File: config.mk
export PLATFORM = sky130hd
export DESIGN_NAME = hamming_encoder_tx
export DESIGN_NICKNAME = d
export VERILOG_FILES = /design/src/rtl/hamming_pkg.sv /design/src/rtl/hamming_encoder_tx_enc_core.sv /design/src/rtl/hamming_encoder_tx.sv
export SDC_FILE = /design/constraint.sdc
export NUM_CORES = 1
export LEC_CHECK = 0
export CAP_MARGIN = 20
export CORE_ASPECT_RATIO = 2
export CORE_MARGIN = 3
export CORE_UTILIZATION = 50
export DETAILED_ROUTE_END_ITERATION = 10
export GPL_ROUTABILITY_DRIVEN = 0
export GPL_TIMING_DRIVEN = 0
export PLACE_DENSITY_LB_ADDON = 0.12
export SETUP_SLACK_MARGIN = 0.05
export SYNTH_ARGS = -nofsm -noshare
export SYNTH_HDL_FRONTEND = slang
export SYNTH_HIERARCHICAL = 1
export SYNTH_SLANG_ARGS = --single-unit
export TNS_END_PERCENT = 50
File: constraint.sdc
create_clock -name clk -period 6.4 [get_ports clk]
set_clock_uncertainty 0.1 [all_clocks]
set_input_delay 1.28 -clock clk [delete_from_list [all_inputs] [get_ports clk]]
set_output_delay 1.28 -clock clk [all_outputs]
set_load 0.01 [all_outputs]
File: src/rtl/hamming_pkg.sv
// Shared Hamming(21,16) definitions: sizes, parity slot indices, injection FSM states
// and the reference encoder used by both the transmit and the decoder side.
package hamming_pkg;

  localparam int DATA_W = 16;
  localparam int CW_W   = 21;
  localparam int PAR_W  = 5;
  localparam int POS_W  = 5;

  localparam int PAR_IDX [PAR_W] = '{0, 1, 3, 7, 15};
  localparam logic [POS_W-1:0] MAX_POS = POS_W'(CW_W - 1);

  typedef enum logic {
    INJ_IDLE  = 1'b0,
    INJ_ARMED = 1'b1
  } inj_state_e;

  typedef struct packed {
    logic [CW_W-1:0] cw;
    logic            injected;
  } fifo_entry_t;

  // Data bits fill the non-power-of-two positions; parity slots stay zero until the end.
  function automatic logic [CW_W-1:0] hamming_encode(input logic [DATA_W-1:0] data);
    logic [CW_W-1:0]  cw;
    logic [PAR_W-1:0] par;
    cw        = '0;
    cw[2]     = data[15];
    cw[6:4]   = data[14:12];
    cw[14:8]  = data[11:5];
    cw[20:16] = data[4:0];
    par[0] = cw[2] ^ cw[4] ^ cw[6] ^ cw[8] ^ cw[10] ^ cw[12] ^ cw[14] ^ cw[16] ^ cw[18] ^ cw[20];
    par[1] = cw[2] ^ cw[5] ^ cw[6] ^ cw[9] ^ cw[10] ^ cw[13] ^ cw[14] ^ cw[17] ^ cw[18];
    par[2] = cw[4] ^ cw[5] ^ cw[6] ^ cw[11] ^ cw[12] ^ cw[13] ^ cw[14] ^ cw[19] ^ cw[20];
    par[3] = ^cw[14:8];
    par[4] = ^cw[20:16];
    for (int k = 0; k < PAR_W; k++) begin
      cw[PAR_IDX[k]] = par[k];
    end
    return cw;
  endfunction

endpackage

File: src/rtl/hamming_encoder_tx_enc_core.sv
// Purely combinational Hamming(21,16) encoder wrapped around the package function.
module hamming_enc_core
  import hamming_pkg::*;
(
  input  logic [DATA_W-1:0] data_i,
  output logic [CW_W-1:0]   cw_o
);

  assign cw_o = hamming_encode(data_i);

endmodule

File: src/rtl/hamming_encoder_tx.sv
// Hamming(21,16) transmit encoder: valid/ready input, 2-entry output buffer,
// optional one-shot single-bit error injection and saturating statistics.
module hamming_encoder_tx
  import hamming_pkg::*;
#(
  parameter int CNT_W  = 16,
  parameter bit INJ_EN = 1'b1
) (
  input  logic              clk,
  input  logic              rst,
  input  logic [DATA_W-1:0] in_data,
  input  logic              in_valid,
  output logic              in_ready,
  output logic [CW_W-1:0]   out_cw,
  output logic              out_injected,
  output logic              out_valid,
  input  logic              out_ready,
  input  logic              inj_req,
  input  logic [POS_W-1:0]  inj_pos,
  output logic [CNT_W-1:0]  words_sent,
  output logic [CNT_W-1:0]  words_inj
);

  logic [CW_W-1:0]  enc_cw;
  fifo_entry_t      head_q, head_d, tail_q, tail_d, new_entry;
  logic [1:0]       count_q, count_d;
  inj_state_e       state_q, state_d;
  logic [POS_W-1:0] pos_q, pos_d, flip_pos;
  logic [CNT_W-1:0] sent_q, sent_d, inj_q, inj_d;
  logic             accept, send, req_ok, flip_now;

  hamming_enc_core u_core (
    .data_i (in_data),
    .cw_o   (enc_cw)
  );

  // in_ready depends on registered occupancy only, never on out_ready.
  assign in_ready  = !rst && (count_q != 2'd2);
  assign accept    = in_valid && in_ready;
  assign out_valid = (count_q != 2'd0);
  assign send      = out_valid && out_ready;

  // A request arriving with the word wins over an older armed position.
  assign req_ok   = INJ_EN && inj_req && (inj_pos <= MAX_POS);
  assign flip_now = accept && (req_ok || (state_q == INJ_ARMED));
  assign flip_pos = req_ok ? inj_pos : pos_q;

  always_comb begin
    new_entry.cw       = enc_cw ^ (flip_now ? (CW_W'(1) << flip_pos) : '0);
    new_entry.injected = flip_now;
  end

  always_comb begin
    state_d = state_q;
    pos_d   = pos_q;
    if (flip_now) begin
      state_d = INJ_IDLE;
    end else if (req_ok) begin
      state_d = INJ_ARMED;
      pos_d   = inj_pos;
    end
  end

  always_comb begin
    head_d  = head_q;
    tail_d  = tail_q;
    count_d = count_q;
    case ({accept, send})
      2'b10: begin
        if (count_q == 2'd0) head_d = new_entry;
        else                 tail_d = new_entry;
        count_d = count_q + 2'd1;
      end
      2'b01: begin
        head_d  = tail_q;
        count_d = count_q - 2'd1;
      end
      // Simultaneous accept and send only happens with exactly one entry held.
      2'b11: head_d = new_entry;
      default: ;
    endcase
  end

  always_comb begin
    sent_d = sent_q;
    inj_d  = inj_q;
    if (send && (sent_q != '1)) sent_d = sent_q + CNT_W'(1);
    if (send && head_q.injected && (inj_q != '1)) inj_d = inj_q + CNT_W'(1);
  end

  always_ff @(posedge clk) begin
    if (rst) begin
      head_q  <= '0;
      tail_q  <= '0;
      count_q <= 2'd0;
      state_q <= INJ_IDLE;
      pos_q   <= '0;
      sent_q  <= '0;
      inj_q   <= '0;
    end else begin
      head_q  <= head_d;
      tail_q  <= tail_d;
      count_q <= count_d;
      state_q <= state_d;
      pos_q   <= pos_d;
      sent_q  <= sent_d;
      inj_q   <= inj_d;
    end
  end

  assign out_cw       = head_q.cw;
  assign out_injected = head_q.injected;
  assign words_sent   = sent_q;
  assign words_inj    = inj_q;

endmodule

==> flow_summary_export.csv <==
group,metric,value,unit
drt,drc_errors,0,
synthesis,ys_seq_area_share,33.6,%
drt,wirelength,13.0,mm
sta,hold_viol,0,
floorplanning,die_w,76.7,um
power_and_ir_drop,power.share.clock,29.3,%
cts,clock-sinks,84,
drt,drt-pass1-iter-count,4,
setup_path,cp_max_fo,10,
synthesis,ys_ff_latch,84,
power_and_ir_drop,leakage,2.07,nW
min_path,hold_class,"reg -> reg",
cts,numCtsBuffers,9,
global_route,grt_pass1_wl,21.5,mm
sta,slew_violations,0,
synthesis,yosysWarnings,6,
placed_design,place_area,5940,um^2
synthesis,synthDistinctLibCells,66,
run_status,status,"finished, final reports clean",
drt,vias,4391,
synthesis,syn_nets,579,
synthesis,avgSynthCellArea,9.11,um^2
floorplanning,dieArea,11300,um^2
synthesis,post_synth_instance_area,5000,um^2
synthesis,synthArstFlopShare,0,%
setup_path,crit_required,5.02,ns
power_and_ir_drop,p_total,1.64,mW
synthesis,synthFlopType,"dfxtp_1",
global_route,grt_pass1_vias,4371,
drt,wire_per_inst,16.8,um
drt,ant_nets,0,
floorplanning,core-area,9760,um^2
synthesis,syn_inst,549,
synthesis,yosysTopAreaCellShare,33.6,%
power_and_ir_drop,intPower,1.11,mW
sta,setup-tns-final,0,ns
setup_path,critPathKind,"in -> out",
cts,postCtsSetupBuffers,0,
placed_design,dpl.hpwl,10.4,mm
setup_path,worstPathArrival,2.99,ns
job,drv_cap,0,
finish,syn_to_final_growth,24.3,%
placed_design,io_buffers,77,
cts,cts.clk_slew.worst_paths,0.06,ns
finish,fin_area,6220,um^2
cts,cts_tree,"yes",
sta,fmaxAchievable,229,MHz
power_and_ir_drop,p_switching,535,uW
floorplanning,num_rows,51,
drt,drtIter0Drc,205,
synthesis,yosysTopAreaCell,"dfxtp_1",
floorplanning,initial_core_util,51.2,%
cts,cts.path.max_buffers,2,
sta,setup_violations,0,
floorplanning,die_y,147,um
sta,fin_crit_sh,68.3,%
setup_path,startpoint_type,"input port",
floorplanning,pin_count,82,
power_and_ir_drop,sw_frac_of_total,32.6,%
global_route,grt_overflow_total,0,
cts,htree_num_levels,3,
sta,slew_headroom,50.2,%
power_and_ir_drop,p_comb_share,31.3,%
global_route,grt_max_degree,15,
finish,drive_above_1_share,13.7,%
global_route,antenna_found_initial,0,
synthesis,synth_edf_count,0,
sta,fin_crit,4.37,ns
global_route,grt.total_usage,23.6,%
sta,rsz0062_at_grt,"false",
drt,vias_per_cell,5.67,
finish,antenna_cells,0,
cts,cts_hold_buf,0,
synthesis,synth.top_cells.by_area,"dfxtp_1 34%, xnor2_1 7.0%, nor2_1 4.7%",
cts,cts_resized,0,
cts,clock_latency,0.33,ns
cts,cts-root-buf,"clkbuf_16",
synthesis,synth_commonest_cells,"84 x dfxtp_1, 62 x nor2_1, 40 x xnor2_1",
power_and_ir_drop,power_density,264,nW/um^2
finish,fillers,865,
setup_path,worst_setup_path_end_kind,"output pin",
finish,nNetsFinal,667,
synthesis,post-synth-top-count-cell,"dfxtp_1",
power_and_ir_drop,ir_worst_vdd,141,uV
power_and_ir_drop,pwr-share-seq,39.4,%
sta,tightest_slew,0.741,ns
==> layout by cell type, fill, tap and decap left out, types with 3 or more instances in the layout <==
| master | count |
|---|---|
| xnor3_1 | 3 |
| nor4_1 | 7 |
| inv_1 | 10 |
| a21oi_1 | 33 |
| mux2i_1 | 7 |
| nor2_1 | 62 |
| a2bb2oi_2 | 3 |
| nor3_2 | 4 |
| o22ai_1 | 27 |
| nand2b_1 | 4 |
| dfxtp_1 | 84 |
| nand2_1 | 16 |
| a2bb2oi_1 | 3 |
| o21ai_0 | 4 |
| clkbuf_1 | 26 |
| nand4_1 | 4 |
| a2111oi_4 | 4 |
| and2_1 | 5 |
| or3_1 | 5 |
| a211oi_1 | 13 |
| a211oi_2 | 17 |
| and3_1 | 26 |
| nor3_1 | 10 |
| clkbuf_16 | 9 |
| ha_1 | 4 |
| and4_1 | 4 |
| buf_6 | 4 |
| o211ai_1 | 13 |
| nand3_1 | 14 |
| buf_4 | 19 |
| xnor2_1 | 40 |
| clkdlybuf4s50_1 | 77 |
| xor2_1 | 26 |
==> worst max-delay path: stages <==
cell,delay (ns)
clkbuf_1,0.27
clkbuf_1,0.39
clkbuf_1,0.44
nor2_1,0.11
clkdlybuf4s50_1,0.50
==> final timing paths <==
check | startpoint | to | slack (ns) | cells past startpoint
setup / recovery | rst | in_ready | 2.03 | 5
hold / removal | tail_q[0]$_SDFFE_PP0P_ | tail_q[0]$_SDFFE_PP0P_ | 0.37 | 2
setup reg to reg | count_q[0]$_SDFFE_PP0P_ | tail_q[14]$_SDFFE_PP0P_ | 3.80 | 9
hold reg to reg | tail_q[0]$_SDFFE_PP0P_ | tail_q[0]$_SDFFE_PP0P_ | 0.37 | 2
==> per-layer routing <==
metal	vias up	track usage (%)	wire [um]
met5	-	0	0
met3	33	4.27	522
met4	0	12.1	503
met2	117	43.0	7100
li1	2162	-	-
met1	2079	25.5	4880
==> power by group through the flow <==
stage                     clock network, mW  registers, mW  logic, mW
final                                 0.481          0.646      0.514
after global routing                  0.516          0.657      0.557
after CTS                             0.494          0.647      0.516
after detailed placement                  0          0.659      0.513
after global placement                    0          0.656      0.504
after floorplan                           0          0.669      0.297
==> cell type report <==
type / instances / area, um^2 / share of cell area [%]
Tap cell: 132 / 165 / 2.66
Inverter: 12 / 45.0 / 0.725
Buffer: 50 / 292 / 4.69
Timing Repair Buffer: 77 / 771 / 12.4
Sequential cell: 84 / 1680 / 27.1
Clock buffer: 11 / 243 / 3.90
Clock inverter: 5 / 37.5 / 0.604
Multi-Input combinational cell: 403 / 2980 / 48.0
==> flip-flops by register name, summed over array words and instances (netlist names) <==
name and flops:
pos_q 5, count_q 2, words_sent 16, state_q 1, tail_q 22, out_injected 1
words_inj 16, out_cw 21
==> per-stage QoR <==
| stage | hold WS (ns) | setup slack [ns] | util [%] | std cells |
|---|---|---|---|---|
| finish | 0.373 | 2.03 | 63.7 | 774 |
| global route | 0.409 | 1.90 | 63.7 | 774 |
| CTS | 0.374 | 2.02 | 63.7 | 774 |
| detailed placement | 0.364 | 2.03 | 60.8 | 758 |
| global placement | 0.365 | 2.02 | 60.8 | 758 |
| floorplan | 0.351 | 2.87 | - | 549 |
==> cell families after synthesis <==
family | after synthesis | synth area share [%]
buffers and inverters | 62 | 6.73
adders and majority gates | 4 | 1.00
DFF | 84 | 33.6
muxes | 7 | 1.40
xor gates and xnor gates | 70 | 13.2
AOI/OAI and AO/OA | 137 | 22.9
and+or+nand+nor | 185 | 21.1
Power figures use the tool's default switching activity.
